==> src/rtl/axil_wb_master_bridge.sv <==
// AXI4-Lite slave to Wishbone classic master bridge.
// One single-beat AXI transaction is turned into one Wishbone cycle; only one
// transaction is ever outstanding.
//
// Handshake semantics: a transfer on any AXI channel happens in the cycle
// where both valid and ready are high at the rising clock edge. awready/wready
// and arready are combinational grants that are only raised in IDLE. bvalid and
// rvalid are held with a stable payload until the matching ready is sampled high.
module axil_wb_master_bridge #(
   parameter int ADDR_W  = 32,
   parameter int DATA_W  = 32,
   parameter int TIMEOUT = 255
) (
   input  logic                clk,
   input  logic                rst,
   input  logic [ADDR_W-1:0]   s_axi_awaddr,
   input  logic                s_axi_awvalid,
   output logic                s_axi_awready,
   input  logic [DATA_W-1:0]   s_axi_wdata,
   input  logic [DATA_W/8-1:0] s_axi_wstrb,
   input  logic                s_axi_wvalid,
   output logic                s_axi_wready,
   output logic [1:0]          s_axi_bresp,
   output logic                s_axi_bvalid,
   input  logic                s_axi_bready,
   input  logic [ADDR_W-1:0]   s_axi_araddr,
   input  logic                s_axi_arvalid,
   output logic                s_axi_arready,
   output logic [DATA_W-1:0]   s_axi_rdata,
   output logic [1:0]          s_axi_rresp,
   output logic                s_axi_rvalid,
   input  logic                s_axi_rready,
   output logic [ADDR_W-1:0]   wb_adr_o,
   output logic [DATA_W-1:0]   wb_dat_o,
   input  logic [DATA_W-1:0]   wb_dat_i,
   output logic                wb_we_o,
   output logic [DATA_W/8-1:0] wb_sel_o,
   output logic                wb_stb_o,
   output logic                wb_cyc_o,
   input  logic                wb_ack_i,
   input  logic                wb_err_i,
   output logic [2:0]          dbg_state
);

   localparam int SEL_W = DATA_W / 8;
   localparam int CNT_W = (TIMEOUT < 2) ? 1 : $clog2(TIMEOUT + 1);

   typedef enum logic [2:0] {
      IDLE  = 3'd0,
      WB_WR = 3'd1,
      WB_RD = 3'd2,
      BRESP = 3'd3,
      RRESP = 3'd4
   } state_t;

   state_t             state, state_nx;
   logic               prio_rd;      // 0: write wins a tie, 1: read wins
   logic [CNT_W-1:0]   tmo_cnt;
   logic [1:0]         resp;
   logic               grant_wr, grant_rd;
   logic               in_wb, end_ack, end_err, end_tmo, wb_end;
   logic               unused_addr_lsbs;

   // Byte-offset bits never reach the bus; the interconnect decodes words.
   assign unused_addr_lsbs = ^{s_axi_awaddr[1:0], s_axi_araddr[1:0]};
   assign dbg_state        = state;

   // State register.
   always_ff @(posedge clk) begin
      if (rst) state <= IDLE;
      else     state <= state_nx;
   end

   // Arbitration, cycle termination, next state and handshake outputs.
   always_comb begin
      state_nx      = state;
      grant_wr      = 1'b0;
      grant_rd      = 1'b0;
      in_wb         = (state == WB_WR) || (state == WB_RD);
      end_err       = in_wb && wb_err_i;
      end_ack       = in_wb && wb_ack_i && !wb_err_i;
      end_tmo       = (TIMEOUT != 0) && in_wb && !wb_ack_i && !wb_err_i &&
                      (tmo_cnt == CNT_W'(TIMEOUT - 1));
      wb_end        = end_err || end_ack || end_tmo;
      if ((state == IDLE) && !rst) begin
         grant_wr = s_axi_awvalid && s_axi_wvalid && (!s_axi_arvalid || !prio_rd);
         grant_rd = s_axi_arvalid && !grant_wr;
      end
      s_axi_awready = grant_wr;
      s_axi_wready  = grant_wr;
      s_axi_arready = grant_rd;
      s_axi_bvalid  = (state == BRESP);
      s_axi_rvalid  = (state == RRESP);
      wb_cyc_o      = in_wb;
      wb_stb_o      = in_wb;
      case (state)
         IDLE:    if (grant_wr) state_nx = WB_WR;
                  else if (grant_rd) state_nx = WB_RD;
         WB_WR:   if (wb_end) state_nx = BRESP;
         WB_RD:   if (wb_end) state_nx = RRESP;
         BRESP:   if (s_axi_bready) state_nx = IDLE;
         RRESP:   if (s_axi_rready) state_nx = IDLE;
         default: state_nx = IDLE;
      endcase
   end

   // Request capture, tie-break flag, timeout counter and response payload.
   always_ff @(posedge clk) begin
      if (rst) begin
         wb_adr_o    <= '0;
         wb_dat_o    <= '0;
         wb_sel_o    <= '0;
         wb_we_o     <= 1'b0;
         prio_rd     <= 1'b0;
         tmo_cnt     <= '0;
         resp        <= 2'b00;
         s_axi_rdata <= '0;
      end else begin
         if (grant_wr) begin
            wb_adr_o <= {s_axi_awaddr[ADDR_W-1:2], 2'b00};
            wb_dat_o <= s_axi_wdata;
            wb_sel_o <= s_axi_wstrb;
            wb_we_o  <= 1'b1;
         end else if (grant_rd) begin
            wb_adr_o <= {s_axi_araddr[ADDR_W-1:2], 2'b00};
            wb_sel_o <= {SEL_W{1'b1}};
            wb_we_o  <= 1'b0;
         end
         if (grant_wr || grant_rd) begin
            prio_rd <= ~prio_rd;
            tmo_cnt <= '0;
         end else if (in_wb && !wb_ack_i && !wb_err_i) begin
            tmo_cnt <= tmo_cnt + CNT_W'(1);
         end
         if (wb_end) begin
            resp <= end_ack ? 2'b00 : 2'b10;
            if (state == WB_RD) s_axi_rdata <= end_ack ? wb_dat_i : '0;
         end
      end
   end

   assign s_axi_bresp = resp;
   assign s_axi_rresp = resp;

endmodule

==> config.mk <==
export PLATFORM = sky130hd
export DESIGN_NAME = axil_wb_master_bridge
export DESIGN_NICKNAME = d
export VERILOG_FILES = /design/src/rtl/axil_wb_master_bridge.sv
export SDC_FILE = /design/constraint.sdc
export NUM_CORES = 1
export LEC_CHECK = 0
export BUFFER_PORTS_ARGS = -buffer_cell sky130_fd_sc_hd__buf_2
export CAP_MARGIN = 20
export CORE_MARGIN = 2
export CORE_UTILIZATION = 40
export CTS_CLUSTER_SIZE = 12
export DETAILED_ROUTE_END_ITERATION = 16
export PLACE_DENSITY = 0.77
export SLEW_MARGIN = 10
export SYNTH_ARGS = -nofsm -noshare
export SYNTH_HDL_FRONTEND = slang
export SYNTH_SLANG_ARGS = --single-unit
==> constraint.sdc <==
create_clock -name clk -period 1.67 [get_ports clk]
set_clock_uncertainty 0.05 [all_clocks]
set_input_delay 0.0835 -clock clk [delete_from_list [all_inputs] [get_ports clk]]
set_output_delay 0.0835 -clock clk [all_outputs]
set_load 0.05 [all_outputs]
==> run_results.csv <==
group,metric,value,unit
critical_path,cp.required,1.89,ns
sta,fin_crit_sh,104.6,%
worst_hold_path,hp-start,"s_axi_araddr[23]",
detailed_routing,drc,0,
place,portBuffers,247,
floorplanning,dieArea,12200,um^2
floorplanning,die-height,110.4,um
layout,diodes,0,
clock_tree,path_clk_slew,0.07,ns
worst_hold_path,min_path_type,"in2reg",
critical_path,crit_cells,9,
clock_tree,cts_buffers,9,
critical_path,slowest_stage,"dfxtp_2",
sta,final-setup-viol-count,38,
global_routing,grt_overflow,0,
critical_path,worstPathCellList,"inv_2 -> ha_2 -> and3_4 -> and2_4 -> o31ai_4 -> buf_6 -> buf_12 -> a22oi_2 -> nor2_1",
sta,timing.final.ws_setup,-0.07613,ns
critical_path,critPathLaunch,"tmo_cnt[0]",
sta,grt_setup_unrepaired,"yes",
layout,area_growth_syn_to_layout,84.81,%
global_routing,grt_usage,26.96,%
critical_path,crit_fanout,8,
synth,ys_types,37,
critical_path,crit_type,"reg2reg",
detailed_routing,ant_nets,0,
synth,async_flop_share,0,%
synth,syn_area_per_cell,9.174,um^2
synth,synth_top_area_cell,"dfxtp_1",
detailed_routing,wl_per_cell,18.63,um
clock_tree,h-tree-depth,3,
place,dp_cells,856,
run_status,violations,"hold timing, setup timing",
floorplanning,die_w,110.4,um
synth,synth.top_cell.area_share,49.48,%
run_status,status,"finished with violations",
synth,netlist_top_cells_count,"dfxtp_1 (112), o21ai_0 (63), nor2_1 (51), nand2_1 (39), nand2b_1 (36)",
critical_path,regToRegStartpoint,"tmo_cnt[0]",
critical_path,worstPathArrival,1.97,ns
critical_path,cp-start-kind,"flip-flop",
global_routing,grtUsageMet3,7.684,%
critical_path,critPathMaxStageDelay,0.35,ns
worst_hold_path,whs_path_depth,3,
power,power.density,1237,nW/um^2
synth,synth_area_leaders,"dfxtp_1 (49%), o21ai_0 (7.0%), mux2i_1 (6.8%)",
layout,fin_nets,1032,
power,ir_drop,1053,uV
job,timing.max_cap.violations,0,
synth,synth_edf_count,0,
detailed_routing,first_iter_violations,461,
power,p_leak,3.706,nW
layout,fin_cells,1034,
detailed_routing,wirelength,19.27,mm
clock_tree,clock_sinks,112,
clock_tree,clock_latency,0.35,ns
layout,drive_above_1_share,42.95,%
global_routing,gr-usage-met1,31.16,%
clock_tree,root_buffer,"clkbuf_16",
sta,layout_min_cycle_time,1.746,ns
global_routing,grt_pass1_wl,27.03,mm
synth,synth_area,4532,um^2
synth,synth_most_common_cell,"dfxtp_1",
sta,fmax,572.7,MHz
detailed_routing,dr_total_vias,5435,
detailed_routing,drt_pass1_iterations,5,
sta,drv_slew,0,
synth,yosysSeqAreaShare,49.48,%
sta,hold_violations,1,
critical_path,r2r_cells,9,
layout,fillers,650,
floorplanning,num_rows,38,
sta,holdWs,-0.007466,ns
critical_path,crit_buf_inv,3,
clock_tree,clock_path_buffers,2,
floorplanning,io-pin-count,256,
global_routing,grt_pass1_vias,5379,
place,place_congestion,0.8446,
global_routing,grt_antenna_before_repair,0,
detailed_routing,via_per_inst,5.256,
clock_tree,cts_tree,"done",
critical_path,crit_family,"simple AND/OR/NAND/NOR gates",
synth,synth_seq_cells,112,
synth,synth_cells,494,
synth,synthFlopType,"dfxtp_1",
global_routing,top_usage_layer,"met2",
global_routing,use_met2,46.30,%
floorplanning,initial_utilization,41.44,%
layout,utilization,76.59,%
critical_path,cp-end-kind,"flip-flop",
synth,yosys_warnings,0,
place,hpwl,8.995,mm
global_routing,grt_max_degree,61,
floorplanning,coreArea,10940,um^2
## logic make-up (layout without fill, tap and decap cells)
kind of cell,Yosys count,count (layout),synth area share [%]
flops,112,112,49.48
simple gates,176,176,20.93
xor+xnor,7,7,1.519
other cells,1,4,0.08275
fa+ha+maj,2,2,0.5521
mux,31,31,6.847
compound gates,113,113,14.72
buf+inv,52,449,5.881
## final timing paths
| kind | slack, ns | end |
|---|---|---|
| min | -0.007 | wb_adr_o[23] |
| max | -0.08 | s_axi_rdata[18] |
| max reg2reg | -0.08 | s_axi_rdata[18] |
| min reg2reg | 0.42 | wb_dat_o[14] |
## stage by stage
step / TNS [ns] / setup slack [ns] / power (mW) / cell area (um^2)
floorplan: -1.718 / -0.1344 / 6.097 / 4679
global placement: 0 / 0.03485 / 6.832 / 6002
detailed placement: -0.05552 / -0.01983 / 6.914 / 6002
CTS: -0.3183 / -0.03137 / 9.622 / 7810
global route: -5.062 / -0.1249 / 10.72 / 8376
finish: -1.348 / -0.07613 / 10.36 / 8376
## state kept, by name (all words and copies together), names as in the netlist
name	count
wb_adr_o	30
wb_sel_o	4
wb_dat_o	32
wb_we_o	1
tmo_cnt	8
s_axi_bresp	1
dbg_state	3
prio_rd	1
s_axi_rdata	32
## cell usage in the layout (no fill, tap or decap), types with 2 or more instances in the layout
cell,n
nor2_4,4
buf_4,30
mux2i_1,24
mux2i_2,5
nand4_1,2
buf_6,4
o21ai_0,32
mux2i_4,2
xnor2_1,2
nand2_2,2
clkinv_4,3
buf_2,244
nand3_1,2
nand3b_1,31
clkbuf_16,16
nor4_4,2
a22oi_2,29
o21ai_1,32
dfxtp_4,3
nand2b_2,2
clkinv_2,2
nor3_1,3
nand2b_1,33
o21a_1,2
nand2_1,36
a21oi_1,4
o22ai_1,4
inv_1,3
o21ai_2,2
conb_1,4
xor2_1,4
buf_12,10
dfxtp_1,108
nor2_1,46
dlygate4sd3_1,128
buf_16,2
a22oi_1,3
## cell type report
cell class	count	area [um^2]	area share, %
flip-flops and latches	112	2255	26.92
multi-input cells	333	2361	28.19
well taps	140	175.2	2.091
inverters	5	23.77	0.2838
clock buffers	10	239.0	2.853
clock inverters	6	66.31	0.7918
repair buffers	428	3256	38.87
## metal layers
layer | part of all wire, % | wire, um
met1 | 38 | 7285
met2 | 50 | 9663
met3 | 8.6 | 1651
met4 | 3.5 | 667
met5 | 0 | 0
## report_power, final
group	total [mW]	internal, mW	switching [mW]
registers	3.36	3.08	0.284
logic	4.79	1.77	3.02
clock network	2.21	1.21	1.00
total	10.4	6.06	4.30
## worst min-delay path, stage by stage
cell and delay, ns:
buf_2 0.09, mux2i_1 0.06, o21ai_1 0.12
## what timing repair did
item	CTS	global route
endpoints found under the hold margin	101	0
endpoints found under the setup margin	39	88
gates resized for setup	35	75
hold buffers	128	0
cloned	2	8
pin swaps	5	56
setup buffers	10	14
(Power assumes the default switching activity.)
